File: config.mk
export PLATFORM = sky130hd
export DESIGN_NAME = fmac_arbiter
export DESIGN_NICKNAME = d
export VERILOG_FILES = /design/src/rtl/fmac_arbiter.sv
export SDC_FILE = /design/constraint.sdc
export NUM_CORES = 1
export LEC_CHECK = 0
export ABC_AREA = 0
export CAP_MARGIN = 0
export CORE_AREA = 3 3 221 223
export CTS_CLUSTER_SIZE = 25
export DETAILED_ROUTE_END_ITERATION = 7
export DIE_AREA = 0 0 224 226
export PLACE_DENSITY_LB_ADDON = 0.2
export SLEW_MARGIN = 20
export SYNTH_ARGS = -nofsm -noshare
export SYNTH_HDL_FRONTEND = slang
export SYNTH_SLANG_ARGS = --single-unit
File: constraint.sdc
create_clock -name clk -period 4.85 [get_ports clk]
set_input_delay 0.485 -clock clk [delete_from_list [all_inputs] [get_ports clk]]
set_output_delay 0.485 -clock clk [all_outputs]
set_load 0.03 [all_outputs]
File: src/rtl/fmac_arbiter.sv
// fmac_arbiter
// Shares one pipelined, fixed-latency FMAC between NREQ requesters.
// Requests are granted round-robin, at most one per cycle. Each issued
// operation carries its requester index down a tag pipe that runs alongside
// the FMAC, so the result can be routed back to the requester that issued it.
// A drain handshake lets a controller empty the FMAC before reconfiguring it.
// Optional busy/stall statistics counters: define FMAC_ARBITER_STATS_EN.
module fmac_arbiter #(
    parameter int NREQ       = 4,
    parameter int FMAC_DELAY = 8,
    parameter int MAX_OUT    = 8
) (
    input  logic                clk,
    input  logic                rst,
`ifdef FMAC_ARBITER_STATS_EN
    input  logic                stat_clr,
    output logic [31:0]         stat_busy,
    output logic [31:0]         stat_stall,
`endif
    input  logic [NREQ*32-1:0]  REQ_A_TDATA,
    input  logic [NREQ*32-1:0]  REQ_B_TDATA,
    input  logic [NREQ*32-1:0]  REQ_C_TDATA,
    input  logic [NREQ-1:0]     REQ_TVALID,
    output logic [NREQ-1:0]     REQ_TREADY,
    output logic [31:0]         RSP_TDATA,
    output logic [NREQ-1:0]     RSP_TVALID,
    output logic [31:0]         FMAC_A_TDATA,
    output logic [31:0]         FMAC_B_TDATA,
    output logic [31:0]         FMAC_C_TDATA,
    output logic                FMAC_TVALID,
    input  logic [31:0]         FMAC_OUT_TDATA,
    input  logic                FMAC_OUT_TVALID,
    input  logic                drain_req,
    output logic                drained,
    output logic                tag_err
);

    localparam int IDXW = (NREQ > 1) ? $clog2(NREQ) : 1;
    localparam int SUMW = IDXW + 1;
    localparam int CNTW = $clog2(MAX_OUT + 1);
    localparam logic [CNTW-1:0] MAX_OUT_C = CNTW'(MAX_OUT);
    localparam logic [SUMW-1:0] NREQ_C    = SUMW'(NREQ);
    localparam logic [IDXW-1:0] LAST_IDX  = IDXW'(NREQ - 1);

    typedef enum logic [1:0] {
        ST_RUN     = 2'd0,
        ST_DRAIN   = 2'd1,
        ST_DRAINED = 2'd2
    } state_t;

    state_t          state;
    state_t          state_next;

    logic [IDXW-1:0] rr_ptr;
    logic [CNTW-1:0] cnt [NREQ];
    logic [NREQ-1:0] eligible;

    logic            grant_any;
    logic [IDXW-1:0] grant_idx;
    logic [SUMW-1:0] cand_sum;
    logic [IDXW-1:0] cand_idx;

    logic [31:0]     sel_a;
    logic [31:0]     sel_b;
    logic [31:0]     sel_c;

    logic            issue_valid;
    logic [IDXW-1:0] issue_idx;

    logic            tag_v   [FMAC_DELAY];
    logic [IDXW-1:0] tag_idx [FMAC_DELAY];
    logic            tags_empty;
    logic            rsp_hit;

    // A requester may be granted only while running, not being asked to
    // drain, not in reset, and with room left in its outstanding budget.
    always_comb begin
        eligible = '0;
        for (int k = 0; k < NREQ; k++) begin
            eligible[k] = REQ_TVALID[k] && (cnt[k] < MAX_OUT_C) &&
                          (state == ST_RUN) && !drain_req && !rst;
        end
    end

    // Round-robin search: first eligible requester at or after rr_ptr, wrapping.
    always_comb begin
        grant_any = 1'b0;
        grant_idx = '0;
        cand_sum  = '0;
        cand_idx  = '0;
        for (int i = 0; i < NREQ; i++) begin
            cand_sum = {1'b0, rr_ptr} + SUMW'(i);
            if (cand_sum >= NREQ_C) begin
                cand_sum = cand_sum - NREQ_C;
            end
            cand_idx = cand_sum[IDXW-1:0];
            if (!grant_any && eligible[cand_idx]) begin
                grant_any = 1'b1;
                grant_idx = cand_idx;
            end
        end
    end

    // One-hot accept strobe and operand mux for the granted requester.
    always_comb begin
        REQ_TREADY = '0;
        sel_a      = '0;
        sel_b      = '0;
        sel_c      = '0;
        for (int k = 0; k < NREQ; k++) begin
            if (grant_any && (grant_idx == IDXW'(k))) begin
                REQ_TREADY[k] = 1'b1;
                sel_a         = REQ_A_TDATA[k*32 +: 32];
                sel_b         = REQ_B_TDATA[k*32 +: 32];
                sel_c         = REQ_C_TDATA[k*32 +: 32];
            end
        end
    end

    // Pointer moves just past the last winner; it holds when nobody wins.
    always_ff @(posedge clk or posedge rst) begin
        if (rst) begin
            rr_ptr <= '0;
        end else if (grant_any) begin
            rr_ptr <= (grant_idx == LAST_IDX) ? '0 : grant_idx + 1'b1;
        end
    end

    // Registered issue stage: operands are held when nothing is issued.
    always_ff @(posedge clk or posedge rst) begin
        if (rst) begin
            issue_valid  <= 1'b0;
            issue_idx    <= '0;
            FMAC_A_TDATA <= '0;
            FMAC_B_TDATA <= '0;
            FMAC_C_TDATA <= '0;
        end else begin
            issue_valid <= grant_any;
            if (grant_any) begin
                issue_idx    <= grant_idx;
                FMAC_A_TDATA <= sel_a;
                FMAC_B_TDATA <= sel_b;
                FMAC_C_TDATA <= sel_c;
            end
        end
    end

    assign FMAC_TVALID = issue_valid;

    // Tag pipe shadows the FMAC so its tail lines up with FMAC_OUT_TVALID.
    always_ff @(posedge clk or posedge rst) begin
        if (rst) begin
            for (int i = 0; i < FMAC_DELAY; i++) begin
                tag_v[i]   <= 1'b0;
                tag_idx[i] <= '0;
            end
        end else begin
            tag_v[0]   <= issue_valid;
            tag_idx[0] <= issue_idx;
            for (int i = 1; i < FMAC_DELAY; i++) begin
                tag_v[i]   <= tag_v[i-1];
                tag_idx[i] <= tag_idx[i-1];
            end
        end
    end

    // Pipeline is empty once no tag entry is valid.
    always_comb begin
        tags_empty = 1'b1;
        for (int i = 0; i < FMAC_DELAY; i++) begin
            if (tag_v[i]) begin
                tags_empty = 1'b0;
            end
        end
    end

    // Route the FMAC result to the requester named by the tail tag.
    always_comb begin
        RSP_TVALID = '0;
        rsp_hit    = FMAC_OUT_TVALID && tag_v[FMAC_DELAY-1];
        for (int k = 0; k < NREQ; k++) begin
            if (rsp_hit && (tag_idx[FMAC_DELAY-1] == IDXW'(k))) begin
                RSP_TVALID[k] = 1'b1;
            end
        end
    end

    assign RSP_TDATA = FMAC_OUT_TDATA;

    // A result with no tag behind it is dropped and flagged until reset.
    always_ff @(posedge clk or posedge rst) begin
        if (rst) begin
            tag_err <= 1'b0;
        end else if (FMAC_OUT_TVALID && !tag_v[FMAC_DELAY-1]) begin
            tag_err <= 1'b1;
        end
    end

    // Outstanding ops per requester: up on grant, down on response.
    always_ff @(posedge clk or posedge rst) begin
        if (rst) begin
            for (int k = 0; k < NREQ; k++) begin
                cnt[k] <= '0;
            end
        end else begin
            for (int k = 0; k < NREQ; k++) begin
                if (REQ_TREADY[k] && !RSP_TVALID[k]) begin
                    cnt[k] <= cnt[k] + 1'b1;
                end else if (RSP_TVALID[k] && !REQ_TREADY[k]) begin
                    cnt[k] <= cnt[k] - 1'b1;
                end
            end
        end
    end

    // Drain state register.
    always_ff @(posedge clk or posedge rst) begin
        if (rst) begin
            state <= ST_RUN;
        end else begin
            state <= state_next;
        end
    end

    // Drain sequencing: stop granting, wait for the pipe to empty, then
    // hold in ST_DRAINED until the controller lets go of drain_req.
    always_comb begin
        state_next = state;
        drained    = 1'b0;
        case (state)
            ST_RUN: begin
                if (drain_req) begin
                    state_next = ST_DRAIN;
                end
            end
            ST_DRAIN: begin
                if (!issue_valid && tags_empty) begin
                    state_next = ST_DRAINED;
                end
            end
            ST_DRAINED: begin
                drained = 1'b1;
                if (!drain_req) begin
                    state_next = ST_RUN;
                end
            end
            default: begin
                state_next = ST_RUN;
            end
        endcase
    end

`ifdef FMAC_ARBITER_STATS_EN
    // Saturating busy/stall counters; a synchronous clear beats an increment.
    always_ff @(posedge clk or posedge rst) begin
        if (rst) begin
            stat_busy  <= '0;
            stat_stall <= '0;
        end else if (stat_clr) begin
            stat_busy  <= '0;
            stat_stall <= '0;
        end else begin
            if (issue_valid && (stat_busy != 32'hFFFF_FFFF)) begin
                stat_busy <= stat_busy + 32'd1;
            end
            if ((|REQ_TVALID) && !grant_any && (stat_stall != 32'hFFFF_FFFF)) begin
                stat_stall <= stat_stall + 32'd1;
            end
        end
    end
`endif

endmodule

## Yosys cells after proc, flatten, opt, wreduce, memory -nomap -nowiden

Cells that the tools add are included.

- $lt $le $gt $ge: 12
- Reductions and logical operators: 61
- Eq/ne operators: 11
- Muxes and demuxes: 62
- Add/sub/neg operators: 16

Operator list:

| kind | count |
|---|---|
| 2-to-1 mux 32 bit | 12 |
| logical AND 1 bit | 38 |
| 2-to-1 mux 4 bit | 8 |
| 2-to-1 mux 1 bit | 25 |
| 2-to-1 mux 2 bit | 12 |
| adder 4 x 1 -> 4 bit, second input constant | 4 |
| less-than comparator 4 bit, second input constant | 4 |
| subtractor 4 x 1 -> 4 bit, second input constant | 4 |
| logical NOT 1 bit | 15 |
| less-than comparator 2 x 3 -> 1 bit, second input constant | 4 |
| == test 2 bit, second input constant | 5 |
| >= comparator 3 bit, second input constant | 3 |
| binary-select mux 1 bit (select 2 bit) | 4 |
| nonzero test 2 bit | 4 |
| subtractor 2 x 1 -> 2 bit, second input constant | 4 |
| adder 2 x 2 -> 3 bit, second input constant | 2 |
| == test 2 x 1 -> 1 bit, second input constant | 3 |
| logical NOT 2 bit | 3 |
| inequality test 2 bit, second input constant | 3 |
| one-hot mux 2 bit (3 select lines) | 1 |
| adder 2 x 1 -> 3 bit, second input constant | 1 |
| >= comparator 2 x 3 -> 1 bit, second input constant | 1 |
| AND reduction 3 bit | 1 |
| adder 2 x 1 -> 2 bit, second input constant | 1 |

- Output and inout port bits: 139
- Flip-flop bits (word level): 144
- Input port bits: 424

## Logic depth before layout (Yosys ltp)

Gate-level depths: netlist of run 1.

- Word-level depth: 24
- Gate-level depth with buffers: 16
- Depth with buffers taken out: 13

## Worst setup path before layout of run 1

OpenSTA, ideal clock, no wires.

- Path kind: input-to-reg
- Start point: input drain_req
- End point: register cnt[11] (netlist bit)
- Data required time: 4.724 ns
- Path slack: 0.548 ns
- Data arrival time: 4.176 ns
- Cell stages on the path: 15
- Buffers on the path: 3
- Cells stage by stage: or4_4 > a221o_1 > inv_1 > ha_1 > clkbuf_1 > clkbuf_1 > clkbuf_1 > and2_1 > ha_1 > inv_1 > ha_1 > a21o_1 > a2111oi_0 > a31oi_1 > a221o_1

- Cells in the longest elaborated chain, start to end: 21
- Elaborated cells on any way between the ends: 39

Ends and longest elaborated chain:

| item | RTL line | text |
|---|---|---|
| start, declared | 33 | `input logic drain_req,` |
| logical NOT 1 bit (*) | n/a |  |
| logical AND 1 bit (2 in a row) | 81 | `(state == ST_RUN) && !drain_req && !rst;` |
| binary-select mux 1 bit (select 2 bit) | 97 | `if (!grant_any && eligible[cand_idx]) begin` |
| 2-to-1 mux 1 bit (not written as such) | 97 |  |
| 2-to-1 mux 1 bit | 97 |  |
| logical NOT 1 bit | 97 |  |
| logical AND 1 bit | 97 |  |
| 2-to-1 mux 1 bit | 97 |  |
| (+6 left out) | n/a |  |
| via grant_idx[0] | 59 | `logic [IDXW-1:0] grant_idx;` |
| == test 2 x 1 -> 1 bit (*) | 111 | `if (grant_any && (grant_idx == IDXW'(k))) begin` |
| logical AND 1 bit (*) | 111 |  |
| 2-to-1 mux 1 bit (*) | 111 |  |
| via REQ_TREADY[1] | 24 | `output logic [NREQ-1:0] REQ_TREADY,` |
| logical NOT 1 bit | 209 | `end else if (RSP_TVALID[k] && !REQ_TREADY[k]) begin` |
| logical AND 1 bit | 209 |  |
| nonzero test 2 bit (no line) | n/a |  |
| end signal, assigned by index | 208 | `cnt[k] <= cnt[k] + 1'b1;` |
| end signal, assigned by index | 210 | `cnt[k] <= cnt[k] - 1'b1;` |
| end, declared | 55 | `logic [CNTW-1:0] cnt [NREQ];` |

The timed path passes the listed nets; every way through them passes the cells marked *. The select of a mux whose other input is x is not followed.
A chain may end at the register's enable or synchronous reset.

## Final worst setup path of run 1

- Start point: input drain_req
- End point: register cnt[11] (netlist bit)

- Cells in the longest elaborated chain, start to end: 21
- Elaborated cells on any way between the ends: 39

Ends and longest elaborated chain:

| item | RTL line |
|---|---|
| logical NOT 1 bit (*) | n/a |
| logical AND 1 bit (2 in a row) | 81 |
| binary-select mux 1 bit (select 2 bit) | 97 |
| 2-to-1 mux 1 bit (not written as such) | 97 |
| 2-to-1 mux 1 bit | 97 |
| logical NOT 1 bit | 97 |
| logical AND 1 bit | 97 |
| 2-to-1 mux 1 bit | 97 |
| (+5 left out) | n/a |
| 2-to-1 mux 2 bit (*) | 97 |
| via grant_idx[1] | 59 |
| == test 2 x 1 -> 1 bit (*) | 111 |
| logical AND 1 bit (*) | 111 |
| 2-to-1 mux 1 bit (*) | 111 |
| logical NOT 1 bit | 209 |
| logical AND 1 bit | 209 |
| nonzero test 2 bit (no line) | n/a |

Marks and branches as above.

==> flow_summary.json, run 1 <==
{
  "finalWirelength_um": 40690,
  "use_met2": 0.2674,
  "synth_top_family_by_area": "compound AO/OA/AOI/OAI gates",
  "firstDrtPassIters": 5,
  "yosysSeqAreaShare": 0.3893,
  "ir_drop_uv": 220.7,
  "area_growth_pct": 63.58,
  "synthXorXnorAreaFrac": 0.007571,
  "tritoncts": "done",
  "drtAntennaViolNets": 0,
  "initial_core_util": 0.1980,
  "power_leakage_nw": 6.199,
  "grt-busiest-layer": "met2",
  "setup_viol": 0,
  "synth_simple_gate_area_share": 0.1425,
  "antenna_found_initial": 3,
  "via_per_inst": 4.479,
  "initialDrtViolationCount": 509,
  "grt_pass1_vias": 10070,
  "rsz0062_at_grt": "false",
  "ys.flop_type": "dfrtp_1",
  "avgSynthCellArea_um2": 7.897,
  "cpPeakStageDelay_ps": 530,
  "endpoint_kind": "flop",
  "cap_viol_max_count": 0,
  "io_buffers": 498,
  "pre_cts_ws_ps": 639.3,
  "core_mm2": 0.04675,
  "synth_nets": 1616,
  "period_minus_slack_ps": 3792,
  "skew_ps": 8.689,
  "nets": 2014,
  "fmax_mhz": 263.7,
  "grt_use_total": 0.1569,
  "ys_ff_latch": 144,
  "vias": 9809,
  "yosys_warnings": 0,
  "tightest_slew_ps": 1424,
  "h-tree-depth": 4,
  "seqCellArea_mm2": 0.003603,
  "worstPathMaxFanout": 5,
  "netlist_area_mm2": 0.009255,
  "cts_setup_buffers": 0,
  "finalSetupTns_ps": 0,
  "grt_pass1_wl_um": 61090,
  "min_period_over_period": 0.7818,
  "yosysTopAreaCell": "dfrtp_1",
  "syn_inst": 1172,
  "synthMuxAreaShare": 0.004867,
  "drive_above_1_share": 0.06064,
  "crit_arrival_ps": 4120,
  "p_per_area_mw_per_mm2": 474.2,
  "postCtsHoldBufs": 0,
  "critical_path.slowest_cell": "or4_4",
  "met1_usage": 0.1942,
  "cts-resized-gates": 0,
  "synth_compound_area_frac": 0.3066,
  "ys_types": 39,
  "setup_ws_ps": 1058,
  "clk-insertion-delay-late_ps": 440,
  "die_y_um": 226,
  "diodes": 0,
  "overflow": 0,
  "die_w_um": 224,
  "hpwl_um": 29260,
  "p_total_mw": 7.179,
  "fp-row-count": 79,
  "dieArea_mm2": 0.05062,
  "routabilityCongestion": 0.8224,
  "synth_fa_ha_area_frac": 0.03028,
  "wl_per_cell_um": 18.58,
  "ioPinCount": 563,
  "cts_sinks": 144,
  "synth_edf_count": 0,
  "hold_class": "flop to flop",
  "clockBufferDepth": 2,
  "hold_violations": 0,
  "nFillCells": 5010,
  "clock_tree.root_cell": "clkbuf_16",
  "synth_async_sr_flop_share": 1.000,
  "cp_data_required_time_ps": 5180,
  "yosysTopAreaCellShare": 0.3893,
  "multi_input_area_mm2": 0.004613,
  "grt_max_degree": 193,
  "status": "finished, final reports clean",
  "slew_viol_final": 0,
  "cts_inserted_buffers": 17,
  "drc_errors": 0,
  "path_clk_slew_ps": 70,
  "grt_use_met3": 0.05330,
  "yosys-top-cells-area": "dfrtp_1 (39%), a21oi_1 (10%), nor2_1 (8.0%), a221oi_2 (6.5%), a221oi_1 (5.4%)",
  "cp_cell_sequence": "clkdlybuf4s50_1 -> or4_4 -> a221oi_1 -> buf_4 -> inv_1 -> ha_4 -> and2_1 -> ha_1 -> inv_1 -> ha_1 -> a21o_1 -> a2111oi_0 -> a31oi_1 -> a221o_1",
  "slew_headroom": 0.05100,
  "critPathLaunchType": "input port",
  "worstSetupPathType": "input port to flop"
}
-- cells by family (layout without fill, tap and decap cells) --
group,after synthesis,count (layout)
adders and majority gates,20,20
AOI/OAI and AO/OA,422,422
buffers and inverters,241,652
DFF,144,144
and+or+nand+nor,333,333
muxes,4,4
xor gates and xnor gates,8,8
-- synthesized netlist by cell type (5+ instances only) --
| cell type | number |
|---|---|
| nor2_1 | 197 |
| a21oi_1 | 190 |
| dfrtp_1 | 144 |
| inv_1 | 109 |
| nand2_1 | 109 |
| o21ai_0 | 98 |
| clkbuf_1 | 74 |
| a221oi_1 | 57 |
| a221oi_2 | 40 |
| buf_4 | 36 |
| ha_1 | 16 |
| buf_1 | 8 |
| xnor2_1 | 8 |
| a31oi_1 | 7 |
| buf_6 | 7 |
| a21o_1 | 6 |
| buf_2 | 6 |
| nor4_1 | 6 |
| a221o_1 | 5 |
| nor2b_1 | 5 |
-- layout by cell type, fill, tap and decap left out, types with 5 or more instances in the layout --
master             n
buf_4              7
a31oi_1            7
a221oi_2          40
nor4_1             6
ha_1              12
a21o_1             6
inv_1            108
clkbuf_16         17
nor2_1           197
nand2_1          109
inv_6              6
o21ai_0           98
a221o_1            5
dfrtp_1          144
a221oi_1          57
xnor2_1            8
nor2b_1            5
inv_8              5
clkdlybuf4s50_1  498
buf_12             5
a21oi_1          190
-- state kept, by name, indices dropped and copies added (netlist names), 8 cells and up --
register	flops
FMAC_A_TDATA	32
FMAC_B_TDATA	32
cnt	16
FMAC_C_TDATA	32
tag_v	8
tag_idx	16
-- critical path: cells and delay by family --
family / cells / cell delay (ps)
AO/OA/AOI/OAI: 5 / 1350
buffers and inverters: 4 / 910
AND/OR/NAND/NOR: 2 / 690
adder cells (fa/ha/maj): 3 / 660
-- where the power goes --
group / switching (mW) / internal [mW] / total, mW
combinational: 2.12 / 1.56 / 3.68
sequential: 0.353 / 1.75 / 2.11
clock: 0.650 / 0.743 / 1.39
-- final timing paths --
check / from / to / slack (ps) / cells past startpoint
max in group asynchronous: rst / cnt[6]$_DFFE_PP0P_ / 3290 / 3
max reg2reg: state[0]$_DFFE_PP0P_ / cnt[11]$_DFFE_PP0P_ / 1080 / 13
min: tag_idx[11]$_DFF_PP0_ / tag_idx[9]$_DFF_PP0_ / 350 / 0
min in group asynchronous: rst / state[1]$_DFFE_PP0P_ / 550 / 2
min reg2reg: tag_idx[11]$_DFF_PP0_ / tag_idx[9]$_DFF_PP0_ / 350 / 0
max: drain_req / cnt[11]$_DFFE_PP0P_ / 1060 / 14
-- area by class of cell --
type                       instances  area share
clock buffer                      17     0.02810
tap                              607     0.05017
clock inverter                    15     0.01190
timing repair buffer             510      0.3393
multi-input combinational        787      0.3047
inverter                         110     0.02777
sequential                       144      0.2380
-- per-stage QoR --
| step | util | hold WS (ps) | cells | area, um^2 |
|---|---|---|---|---|
| CTS | 0.3238 | 353.6 | 2190 | 15140 |
| global route | 0.3238 | 356.1 | 2190 | 15140 |
| floorplan | - | 331.2 | 1172 | 9255 |
| detailed placement | 0.3109 | 336.3 | 2158 | 14530 |
| finish | 0.3238 | 349.1 | 2190 | 15140 |
| global placement | 0.3109 | 332.1 | 2158 | 14530 |
-- layer usage --
metal  up-vias  part of all wire
met5         -           0.00091
met4         6            0.0085
met3        29             0.076
met2       317              0.49
met1      4651              0.42
li1       4806                 -
No activity file was read; power rests on OpenSTA's default activity.
==> run 2: changes to the inputs <==
- CORE_AREA: 3 3 221 223 -> 3 3 217 219
- DIE_AREA: 0 0 224 226 -> 0 0 220 222
- clock period: 4.85 -> 3.35 ns (I/O delays scaled with it)
==> run 2 against run 1 <==
  * Wire length decreased by 1.4%
  * Clock-buffer cell count unchanged
  * Clock skew increased by 1.4 ps
  * Power increased by 48%
  * Core utilization increased by 2.2 points
==> flow_summary.json, run 2 (synthesis gave the netlist of run 1 again) <==
{
  "status": "finished, final reports clean",
  "layout_common_cells": "clkdlybuf4s50_1 (494), nor2_1 (197), a21oi_1 (189)",
  "dieArea_mm2": 0.04884,
  "final_common_cell": "clkdlybuf4s50_1",
  "slew_headroom": 0.3957,
  "wl_per_cell_um": 17.94,
  "worstSetupPathType": "flop to flop",
  "cts_sinks": 144,
  "grt_use_total": 0.1601,
  "setup_ws_ps": 127.4,
  "area_growth_pct": 69.41,
  "nFillCells": 4725,
  "hold_start": "tag_idx[6]$_DFF_PP0_",
  "vias": 10020,
  "drc_errors": 0,
  "seq_power_share": 0.285,
  "skew_ps": 10.07,
  "place_area_mm2": 0.01500,
  "critical_path.slowest_cell": "or4_4",
  "tightest_slew_ps": 906.5,
  "clk-insertion-delay-late_ps": 440,
  "internal_power_mw": 6.101,
  "cts_inserted_buffers": 17,
  "ioPinCount": 563,
  "firstDrtPassIters": 5,
  "worstPathMaxFanout": 3,
  "p_clk_frac": 0.192,
  "timing.hold.ws_ps": 348.9,
  "diodes": 0,
  "io_buffers": 498,
  "power_leakage_nw": 6.496,
  "hold_class": "flop to flop",
  "postCtsHoldBufs": 0,
  "endpoint_kind": "flop",
  "netSwitchingFraction": 0.4276,
  "final_cell_count_no_fill": 2237,
  "grt_pass1_wl_um": 60150,
  "routabilityCongestion": 0.8158,
  "p_sw_mw": 4.558,
  "finalWirelength_um": 40120,
  "ir_drop_uv": 286.5,
  "pre_cts_ws_ps": -394.5,
  "path_clk_slew_ps": 70,
  "die_y_um": 222,
  "drtAntennaViolNets": 0,
  "nets": 2068,
  "r2r_end": "cnt[3]$_DFFE_PP0P_",
  "via_per_inst": 4.480,
  "worst_hold_path.num_cells": 0,
  "period_minus_slack_ps": 3223,
  "fmax_mhz": 310.3,
  "top_regs": "FMAC_A_TDATA x32, FMAC_B_TDATA x32, FMAC_C_TDATA x32",
  "hpwl_um": 29930,
  "path_delay_family": "compound AO/OA/AOI/OAI gates",
  "p_per_area_mw_per_mm2": 679.9,
  "rsz0062_at_grt": "true",
  "fp-row-count": 78,
  "critPathLaunchType": "flop",
  "core_mm2": 0.04528,
  "die_w_um": 220,
  "cp_data_required_time_ps": 3670,
  "cap_viol_max_count": 0,
  "r2r_cells": 12,
  "antenna_found_initial": 2,
  "crit_buf_inv": 2,
  "drive_above_1_share": 0.1045,
  "hold_path_end": "tag_idx[4]$_DFF_PP0_",
  "placed_cells": 2204,
  "p_comb_frac": 0.523,
  "reg2reg_slack_ps": 130,
  "design_area_mm2": 0.01568,
  "reg2reg_from": "state[1]$_DFFE_PP0P_",
  "hold_violations": 0,
  "overflow": 0,
  "clockBufferDepth": 2,
  "grt_max_degree": 110,
  "initial_core_util": 0.2044,
  "h-tree-depth": 4,
  "p_total_mw": 10.66,
  "tritoncts": "done",
  "post-route-util": 0.3462,
  "finalSetupTns_ps": 0,
  "crit_arrival_ps": 3540,
  "setup_viol": 0,
  "clock_tree.root_cell": "clkbuf_16",
  "cpPeakStageDelay_ps": 530,
  "grt_pass1_vias": 10090,
  "cp_cell_sequence": "or4_4 -> a221o_1 -> inv_2 -> ha_4 -> and2_4 -> ha_1 -> inv_1 -> ha_1 -> a21o_1 -> a2111oi_4 -> a31oi_1 -> a221o_1",
  "initialDrtViolationCount": 446,
  "min_period_over_period": 0.9620,
  "slew_viol_final": 0
}
[run 2: cell count changes in the layout (fill, tap and decap cells not counted), moves of 4 or more]
| cell | delta |
|---|---|
| buf_6 | +4 |
| and2_1 | -4 |
| clkdlybuf4s50_1 | -4 |
| inv_1 | -4 |
| and2_4 | +4 |
| a2111oi_0 | -4 |
| buf_4 | +51 |
[run 2: power groups by stage]
stage	Clock [mW]	Sequential [mW]	Combinational [mW]
after global routing	2.21	3.14	6.05
after floorplan	0	4.13	1.97
after CTS	2.15	3.04	5.62
after global placement	0	3.03	5.56
after detailed placement	0	3.05	5.59
final	2.05	3.03	5.58
[run 2: how the worst max path moves through the flow]
stage                          from                   to  slack, ps  depth (start not counted)
5_1_grt         cnt[11]$_DFFE_PP0P_  cnt[11]$_DFFE_PP0P_         -5                         13
2_1_floorplan  state[1]$_DFFE_PP0P_  cnt[11]$_DFFE_PP0P_       -500                         15
4_1_cts        state[1]$_DFFE_PP0P_  cnt[15]$_DFFE_PP0P_         40                         12
3_5_place_dp                    rst   cnt[3]$_DFFE_PP0P_       -390                         13
6_report       state[1]$_DFFE_PP0P_   cnt[3]$_DFFE_PP0P_        130                         12
3_3_place_gp                    rst   cnt[3]$_DFFE_PP0P_       -370                         13
[run 2: layout make-up]
class | count | area (um^2) | area share
clock buffer | 17 | 425.4 | 0.02713
tap | 600 | 750.7 | 0.04788
timing repair buffer | 564 | 5585 | 0.3562
inverter | 110 | 421.7 | 0.02689
clock inverter | 15 | 193.9 | 0.01237
multi-input combinational | 787 | 4697 | 0.2996
sequential | 144 | 3605 | 0.2299
[run 2: repair_timing]
action / CTS / global route
endpoints found under the setup margin: 2 / 6
resized for setup: 3 / 11
pin swaps: 0 / 3
setup buffers: 0 / 1
[run 2: layer usage]
layer | vias to the layer above | part of all wire | wire length, um | GRT usage
li1 | 4914 | - | - | -
met1 | 4716 | 0.41 | 16570 | 0.1970
met2 | 352 | 0.49 | 19820 | 0.2725
met3 | 36 | 0.075 | 3008 | 0.04783
met4 | 4 | 0.017 | 691 | 0.04113
met5 | - | 0.00077 | 31 | 0
==> run 3: changes to the inputs <==
- SLEW_MARGIN: 20 -> default
==> results of run 3 <==
Final layout, timing and power as in run 2 (identical DEF).
